### src/rtl/lfsr_pkg.sv
// Shared definitions for the parametrised LFSR generator: topology encodings,
// default maximal-length tap masks and the Galois mask derivation.
package lfsr_pkg;

    // Feedback topology encodings for the MODE parameter.
    localparam int unsigned LFSR_FIB = 0;
    localparam int unsigned LFSR_GAL = 1;

    // Default maximal-length tap mask for a given width (3..32).
    // Bit i set means the polynomial has an x^(i+1) term.
    function automatic logic [31:0] lfsr_default_taps(input int unsigned width);
        case (width)
            3:       return 32'h0000_0006;
            4:       return 32'h0000_000C;
            5:       return 32'h0000_0014;
            6:       return 32'h0000_0030;
            7:       return 32'h0000_0060;
            8:       return 32'h0000_00B8;
            9:       return 32'h0000_0110;
            10:      return 32'h0000_0240;
            11:      return 32'h0000_0500;
            12:      return 32'h0000_0829;
            13:      return 32'h0000_1C80;
            14:      return 32'h0000_2015;
            15:      return 32'h0000_6000;
            16:      return 32'h0000_D008;
            17:      return 32'h0001_2000;
            18:      return 32'h0002_0400;
            19:      return 32'h0004_0023;
            20:      return 32'h0009_0000;
            21:      return 32'h0014_0000;
            22:      return 32'h0030_0000;
            23:      return 32'h0042_0000;
            24:      return 32'h00E1_0000;
            25:      return 32'h0120_0000;
            26:      return 32'h0200_0023;
            27:      return 32'h0400_0013;
            28:      return 32'h0900_0000;
            29:      return 32'h1400_0000;
            30:      return 32'h2000_0029;
            31:      return 32'h4800_0000;
            32:      return 32'h8020_0003;
            default: return 32'h0000_0000;
        endcase
    endfunction

    // Galois XOR mask: the taps moved up one place with the x^0 term at bit 0.
    // The caller truncates to WIDTH, which drops the x^WIDTH term.
    function automatic logic [31:0] lfsr_galois_mask(input logic [31:0] taps);
        return (taps << 1) | 32'd1;
    endfunction

endpackage

### src/rtl/lfsr_step.sv
// One combinational serial LFSR step in either Fibonacci or Galois form.
// The serial output bit of the step is state_i[WIDTH-1], taken by the caller.
module lfsr_step
    import lfsr_pkg::*;
#(
    parameter int unsigned      WIDTH = 13,
    parameter logic [WIDTH-1:0] TAPS  = WIDTH'(lfsr_default_taps(WIDTH)),
    parameter int unsigned      MODE  = LFSR_FIB
) (
    input  logic [WIDTH-1:0] state_i,
    output logic [WIDTH-1:0] state_o
);

    if (MODE == LFSR_GAL) begin : g_galois
        localparam logic [WIDTH-1:0] GMASK = WIDTH'(lfsr_galois_mask(32'(TAPS)));
        assign state_o = {state_i[WIDTH-2:0], 1'b0} ^ ({WIDTH{state_i[WIDTH-1]}} & GMASK);
    end else begin : g_fibonacci
        assign state_o = {state_i[WIDTH-2:0], ^(state_i & TAPS)};
    end

endmodule

### src/rtl/lfsr_gen.sv
// Parametrised LFSR word generator with valid/ready output, run-time seed
// reload with zero-seed guard, lock-up recovery and period-wrap flag.
module lfsr_gen
    import lfsr_pkg::*;
#(
    parameter int unsigned      WIDTH    = 13,
    parameter logic [WIDTH-1:0] TAPS     = WIDTH'(lfsr_default_taps(WIDTH)),
    parameter logic [WIDTH-1:0] SEED     = WIDTH'(1),
    parameter int unsigned      MODE     = LFSR_FIB,
    parameter int unsigned      OUT_BITS = 1
) (
    input  logic                clk,
    input  logic                rst,
    input  logic                load,
    input  logic [WIDTH-1:0]    seed,
    output logic                out_valid,
    input  logic                out_ready,
    output logic [OUT_BITS-1:0] out_data,
    output logic [WIDTH-1:0]    state,
    output logic                seed_err,
    output logic                wrap
);

    logic [WIDTH-1:0]    state_q, state_d;
    logic [WIDTH-1:0]    start_q, start_d;
    logic                valid_q, valid_d;
    logic                seed_err_q, seed_err_d;
    logic                wrap_q, wrap_d;

    logic [WIDTH-1:0]    eff_seed;
    logic [WIDTH-1:0]    adv_state;
    logic [OUT_BITS-1:0] hit;

    // A zero seed would lock the register up, so it is replaced by SEED.
    assign eff_seed = (seed == '0) ? SEED : seed;

    // Unrolled chain of OUT_BITS serial steps; each intermediate state is
    // compared against the start register for the wrap flag.
    for (genvar i = 0; i < OUT_BITS; i++) begin : g_chain
        logic [WIDTH-1:0] cur;
        logic [WIDTH-1:0] nxt;

        if (i == 0) begin : g_head
            assign cur = state_q;
        end else begin : g_link
            assign cur = g_chain[i-1].nxt;
        end

        lfsr_step #(
            .WIDTH (WIDTH),
            .TAPS  (TAPS),
            .MODE  (MODE)
        ) u_step (
            .state_i (cur),
            .state_o (nxt)
        );

        assign hit[i] = (nxt == start_q);
    end

    assign adv_state = g_chain[OUT_BITS-1].nxt;

    // Next-state selection: load beats lock-up recovery beats the handshake.
    always_comb begin
        // NOTE: every variable driven here gets a default first, so no path through the block can infer a latch.
        state_d    = state_q;
        start_d    = start_q;
        valid_d    = 1'b1;
        seed_err_d = 1'b0;
        wrap_d     = 1'b0;
        if (load) begin
            state_d    = eff_seed;
            start_d    = eff_seed;
            valid_d    = 1'b0;
            seed_err_d = (seed == '0);
        end else if (state_q == '0) begin
            state_d    = SEED;
            seed_err_d = 1'b1;
        end else if (valid_q && out_ready) begin
            state_d = adv_state;
            wrap_d  = |hit;
        end
    end

    // State, start register and flag flops with asynchronous reset.
    always_ff @(posedge clk or posedge rst) begin
        // NOTE: non-blocking assignments make every flop sample pre-edge values, independent of statement order.
        if (rst) begin
            state_q    <= SEED;
            start_q    <= SEED;
            valid_q    <= 1'b0;
            seed_err_q <= 1'b0;
            wrap_q     <= 1'b0;
        end else begin
            state_q    <= state_d;
            start_q    <= start_d;
            valid_q    <= valid_d;
            seed_err_q <= seed_err_d;
            wrap_q     <= wrap_d;
        end
    end

    assign out_valid = valid_q;
    assign out_data  = state_q[WIDTH-1 -: OUT_BITS];
    assign state     = state_q;
    assign seed_err  = seed_err_q;
    assign wrap      = wrap_q;

endmodule

### config.mk
export PLATFORM = sky130hd
export DESIGN_NAME = lfsr_gen
export DESIGN_NICKNAME = d
export VERILOG_FILES = /design/src/rtl/lfsr_pkg.sv /design/src/rtl/lfsr_step.sv /design/src/rtl/lfsr_gen.sv
export SDC_FILE = /design/constraint.sdc
export NUM_CORES = 1
export LEC_CHECK = 0
export ABC_AREA = 1
export CORE_AREA = 2 2 58 71
export DETAILED_ROUTE_END_ITERATION = 6
export DIE_AREA = 0 0 60 73
export PLACE_DENSITY_LB_ADDON = 0.1
export RECOVER_POWER = 25
export SLEW_MARGIN = 0
export SYNTH_ARGS = -nofsm -noshare
export SYNTH_HDL_FRONTEND = slang
export SYNTH_SLANG_ARGS = --single-unit
### constraint.sdc
create_clock -name clk -period 2.3 [get_ports clk]
set_input_delay 0.46 -clock clk [delete_from_list [all_inputs] [get_ports clk]]
set_output_delay 0.46 -clock clk [all_outputs]
set_load 0.01 [all_outputs]
# Word-level counts from Yosys, hierarchy flattened
# Cells that the tools add are included.
# word_totals
word_cells,21
input_bits,17
regBits,29
output_inout_bits,17
# classes
reduce_logical,5
muxes,10
n_eq_ne,1
# ops
cell,n
2-to-1 mux 13 bit,4
zero test 13 bit,2
== test 13 bit,1
XOR reduction 13 bit,1
2-to-1 mux 1 bit,6
nonzero test 3 bit,1
logical AND 1 bit,1

# Longest topological paths before layout
# depth
depth_word,5
depth_mapped,10
mapped_depth_nobuf,9

# Hierarchy
# Synthesis repeated with hierarchy kept, for this count alone.
# hier_totals
cells_unflattened,246
hier_area_um2,1714.1
# by_module_without_submodules
mod,n_inst,cells_per_inst,seq_area_each_um2,area_each_um2
lfsr_gen,1,219,728.2,1560.2
lfsr_step,1,27,0.0,153.9

# Worst setup path before layout
# OpenSTA, ideal clock, no wires.
# synth_path
kind,register to register
start,"register state_q[10], in the netlist state[10]"
end,"register wrap_q, in the netlist wrap"
stages_incl_launch_ff,10
t_required_ns,2.186
arrival_time_ns,1.374
setup_ns,0.114
n_path_buf,0
synth_period_minus_slack_ns,1.488
setup_slack_ns,0.812
path_cell_list,dfrtp_1 -> inv_1 -> ha_1 -> or2_2 -> nand2_1 -> nand2_1 -> nand2_1 -> nand2_1 -> nand2_1 -> nor2_1
# synth_between
elab_chain_len,5
word_cells_on_any_way,6
cone_classes,eq/ne: 1; mux: 3; reduce/logical: 2
# synth_rtl
item,line_no,source
"start, declared",lfsr_gen.sv:24,"logic [WIDTH-1:0] state_q, state_d;"
"start signal, assigned",lfsr_gen.sv:95,state_q <= state_d;
XOR reduction 13 bit,lfsr_step.sv:18,"assign state_o = {state_i[WIDTH-2:0], ^(state_i & TAPS)};"
== test 13 bit,lfsr_gen.sv:58,assign hit[i] = (nxt == start_q);
2-to-1 mux 1 bit,lfsr_gen.sv:79,end else if (valid_q && out_ready) begin
2-to-1 mux 1 bit *,lfsr_gen.sv:76,end else if (state_q == '0) begin
2-to-1 mux 1 bit *,lfsr_gen.sv:71,if (load) begin
via wrap_d,lfsr_gen.sv:28,"logic wrap_q, wrap_d;"
"end signal, assigned",lfsr_gen.sv:99,wrap_q <= wrap_d;
"end, declared",lfsr_gen.sv:28,
# The timed path passes the listed nets; every way through them passes the cells marked *.
# A chain may end at the register's enable or synchronous reset.

# Worst setup path after layout
# layout_path
start,"register state_q[0], in the netlist state[0]"
end,output port state[0]
# layout_rtl
item,line_no,source
"end, declared",lfsr_gen.sv:19,"output logic [WIDTH-1:0] state,"
# No word-level cell between the ends.

==> reports/metrics.csv <==
stage,metric,value,unit
placement,port bufs,33,
timing,Slew Limit Fails,0,
layout,nets@finish,284,
cts,setup repair bufs after CTS,0,
floorplan,# rows,25,
placement,gpl congestion,0.784,
floorplan,full die area,4380,sq um
timing,Final WS setup,0.443,ns
power,static leakage,1.08,nW
global_route,total track usage,19.0,%
setup_path,Worst path max stage delay,0.58,ns
power,total internal power,0.999,mW
drt,Via density,4.61,
timing,Fin Setup TNS,0,ns
cts,cts bufs inserted,5,
cts,clock slew at reported path FFs,0.06,ns
timing,final hold vios,0,
timing,final number of setup-violating endpoints,0,
synth,average cell area after synthesis,7.08,sq um
setup_path,critical path startpoint category,flip-flop,
cts,# H-tree levels,2,
drt,DR iter-0 viols,77,
timing,worst slew pin tran,0.732,ns
power,maximum vdd drop,0.428,mV
floorplan,die width,60,um
drt,drt total wl,3.65,mm
power,Flop pwr share,43.2,%
layout,ant diodes,0,
layout,P&R area growth vs syn,28.9,%
synth,post-synth cell types,25,
layout,share of cells above drive strength 1,9.36,%
placement,Cells after DPL,313,
power,pwr/cell area,686,nW/um^2
cts,Root Driver,clkbuf_8,
global_route,largest net degree at the start of global routing,30,
cts,CTS tree,done,
run,# Max-Cap Violations,0,
timing,post-layout min period,1.86,ns
setup_path,CP arrival,1.40,ns
status,status,"finished, final reports clean",
setup_path,number of buffer and inverter stages on the critical path,1,
timing,worst hold slack,0.502,ns
synth,Synth Register Bits,29,
global_route,number of global-route vias before repair,1392,
synth,Mapped Area,1630,sq um
cts,Post-CTS Resized,0,
layout,final cell utilization of the core,55.4,%
worst_hold_path,hold path depth,2,
setup_path,"CP delay by family, top",flip-flops,
floorplan,IO Count,34,
cts,CTS max path bufs,2,
power,Power Total,1.44,mW
cts,hold_buf cts,0,
synth,number of flops mapped to enable cells by yosys,0,
synth,YS warnings,0,
drt,Vias,1479,
placement,Place WS,0.509,ns
global_route,GR Overflow Total,0,
timing,Slew headroom,51.2,%
setup_path,crit end category,primary output,
global_route,initial antenna violation count,0,
power,Gate power share,24.3,%
placement,DP HPWL,2.69,mm
setup_path,Max Fanout on Critical Path,5,
drt,DR WL/cell,11.4,um
setup_path,data required time of the critical path,1.84,ns
timing,crit share post-route,80.7,%
floorplan,starting density of the core,43.0,%
synth,Gate Count Post-Synth,230,
drt,DRC violations left,0,
setup_path,Worst R2R Path Depth,9,
timing,Clock Skew,0.00431,ns
synth,Synth Flop Type,dfrtp_1,
layout,non-filler cells in the finished layout,321,
cts,clk sink count,29,
floorplan,Core Area,3780,sq um
drt,DRT Pass-1 Iters,4,
floorplan,die height,73,um
setup_path,Worst Setup Path Type,flip-flop to primary output,
power,switching pwr,0.440,mW
global_route,first-pass GRT wire length,6.23,mm
worst_hold_path,hold crit path type,flip-flop to flip-flop,
power,sw frac,30.6,%
synth,register area share after synthesis,44.7,%
cts,clock latency on the worst-skew pair,0.28,ns
timing,fmax,0.539,GHz
layout,"Design Area, Final",2100,sq um
timing,unrepaired setup endpoints after global routing,false,
synth,ys async rst share,100,%
placement,Placed Area,2000,sq um
synth,Synth Net Count,248,
setup_path,critical path depth,1,
setup_path,CP Cell Sequence,clkdlybuf4s50_1,
power,Clk pwr share,32.4,%
setup_path,CP max-delay cell,dfstp_2,
drt,Final ANT Viol Nets,0,
final timing paths:
path	startpoint	endpoint	slack, ns
max reg2reg	state[11]	state[8]	0.72
min	state[0]	state[0]	0.50
min in group asynchronous	rst	state[8]	0.83
max	state[0]	state[0]	0.44
min reg2reg	state[0]	state[0]	0.50
max in group asynchronous	rst	start_q[3]	1.01
logic make-up (layout without fill, tap and decap cells):
| logic type | after synthesis | in the layout | share of synthesized area [%] |
|---|---|---|---|
| and+or+nand+nor | 137 | 137 | 35.9 |
| buffers and inverters | 37 | 74 | 9.91 |
| DFF | 29 | 29 | 44.7 |
| AOI/OAI and AO/OA | 25 | 25 | 8.15 |
| adders and majority gates | 1 | 1 | 0.769 |
| xor gates and xnor gates | 1 | 1 | 0.538 |
area by class of cell:
class                      count  area, sq um
fill                         375         1690
multi-input combinational    164          738
sequential                    29          728
timing repair buffer          36          350
inverter                      30          113
clock buffer                   7         96.3
tap                           54         67.6
clock inverter                 1         5.00
layer usage:
metal  global-route usage, %  vias up  share of wire [%]
met5                       0        -                  0
met4                    4.44        0                1.1
met3                    4.43        4                4.4
met2                    31.0       33                 49
met1                    25.4      669                 45
li1                        -      773                  -
placed cells by master, fill, tap and decap left out:
cell and n:
nand2_1 99, o21ai_0 22, dfstp_2 2, nand3_1 7, a21oi_2 1, clkbuf_2 1
clkinv_2 1, nand3_2 1, clkdlybuf4s50_1 32, clkbuf_8 7, a31oi_1 1, dlygate4sd3_1 1
nand3b_1 1, ha_1 1, dfrtp_1 27, o211ai_1 1, nand4_1 1, xnor2_1 1
nor2_4 3, nor2_1 18, nand2_4 2, nand2_2 3, inv_1 29, or2_2 1
nor3_1 1, inv_2 1, buf_4 2
power by group through the flow:
stage	Sequential [mW]	Clock (mW)	Combinational [mW]
after floorplan	0.634	0	0.203
after global placement	0.630	0	0.354
after detailed placement	0.631	0	0.356
after CTS	0.623	0.475	0.357
after global routing	0.631	0.497	0.400
final	0.622	0.467	0.350
cell usage after synthesis (all sizes together), types with 2 or more instances:
library cell	instances	area, sq um
nand2	104	413
inv	30	113
dfrtp	27	676
o21ai	22	110
nor2	21	101
nand3	8	45.0
buf	6	45.0
dfstp	2	52.6
registers in the layout, summed over array words and instances, names as in the netlist:
register   cells
start_q       13
state         13
out_valid      1
seed_err       1
wrap           1
No activity file was read; power rests on OpenSTA's default activity.
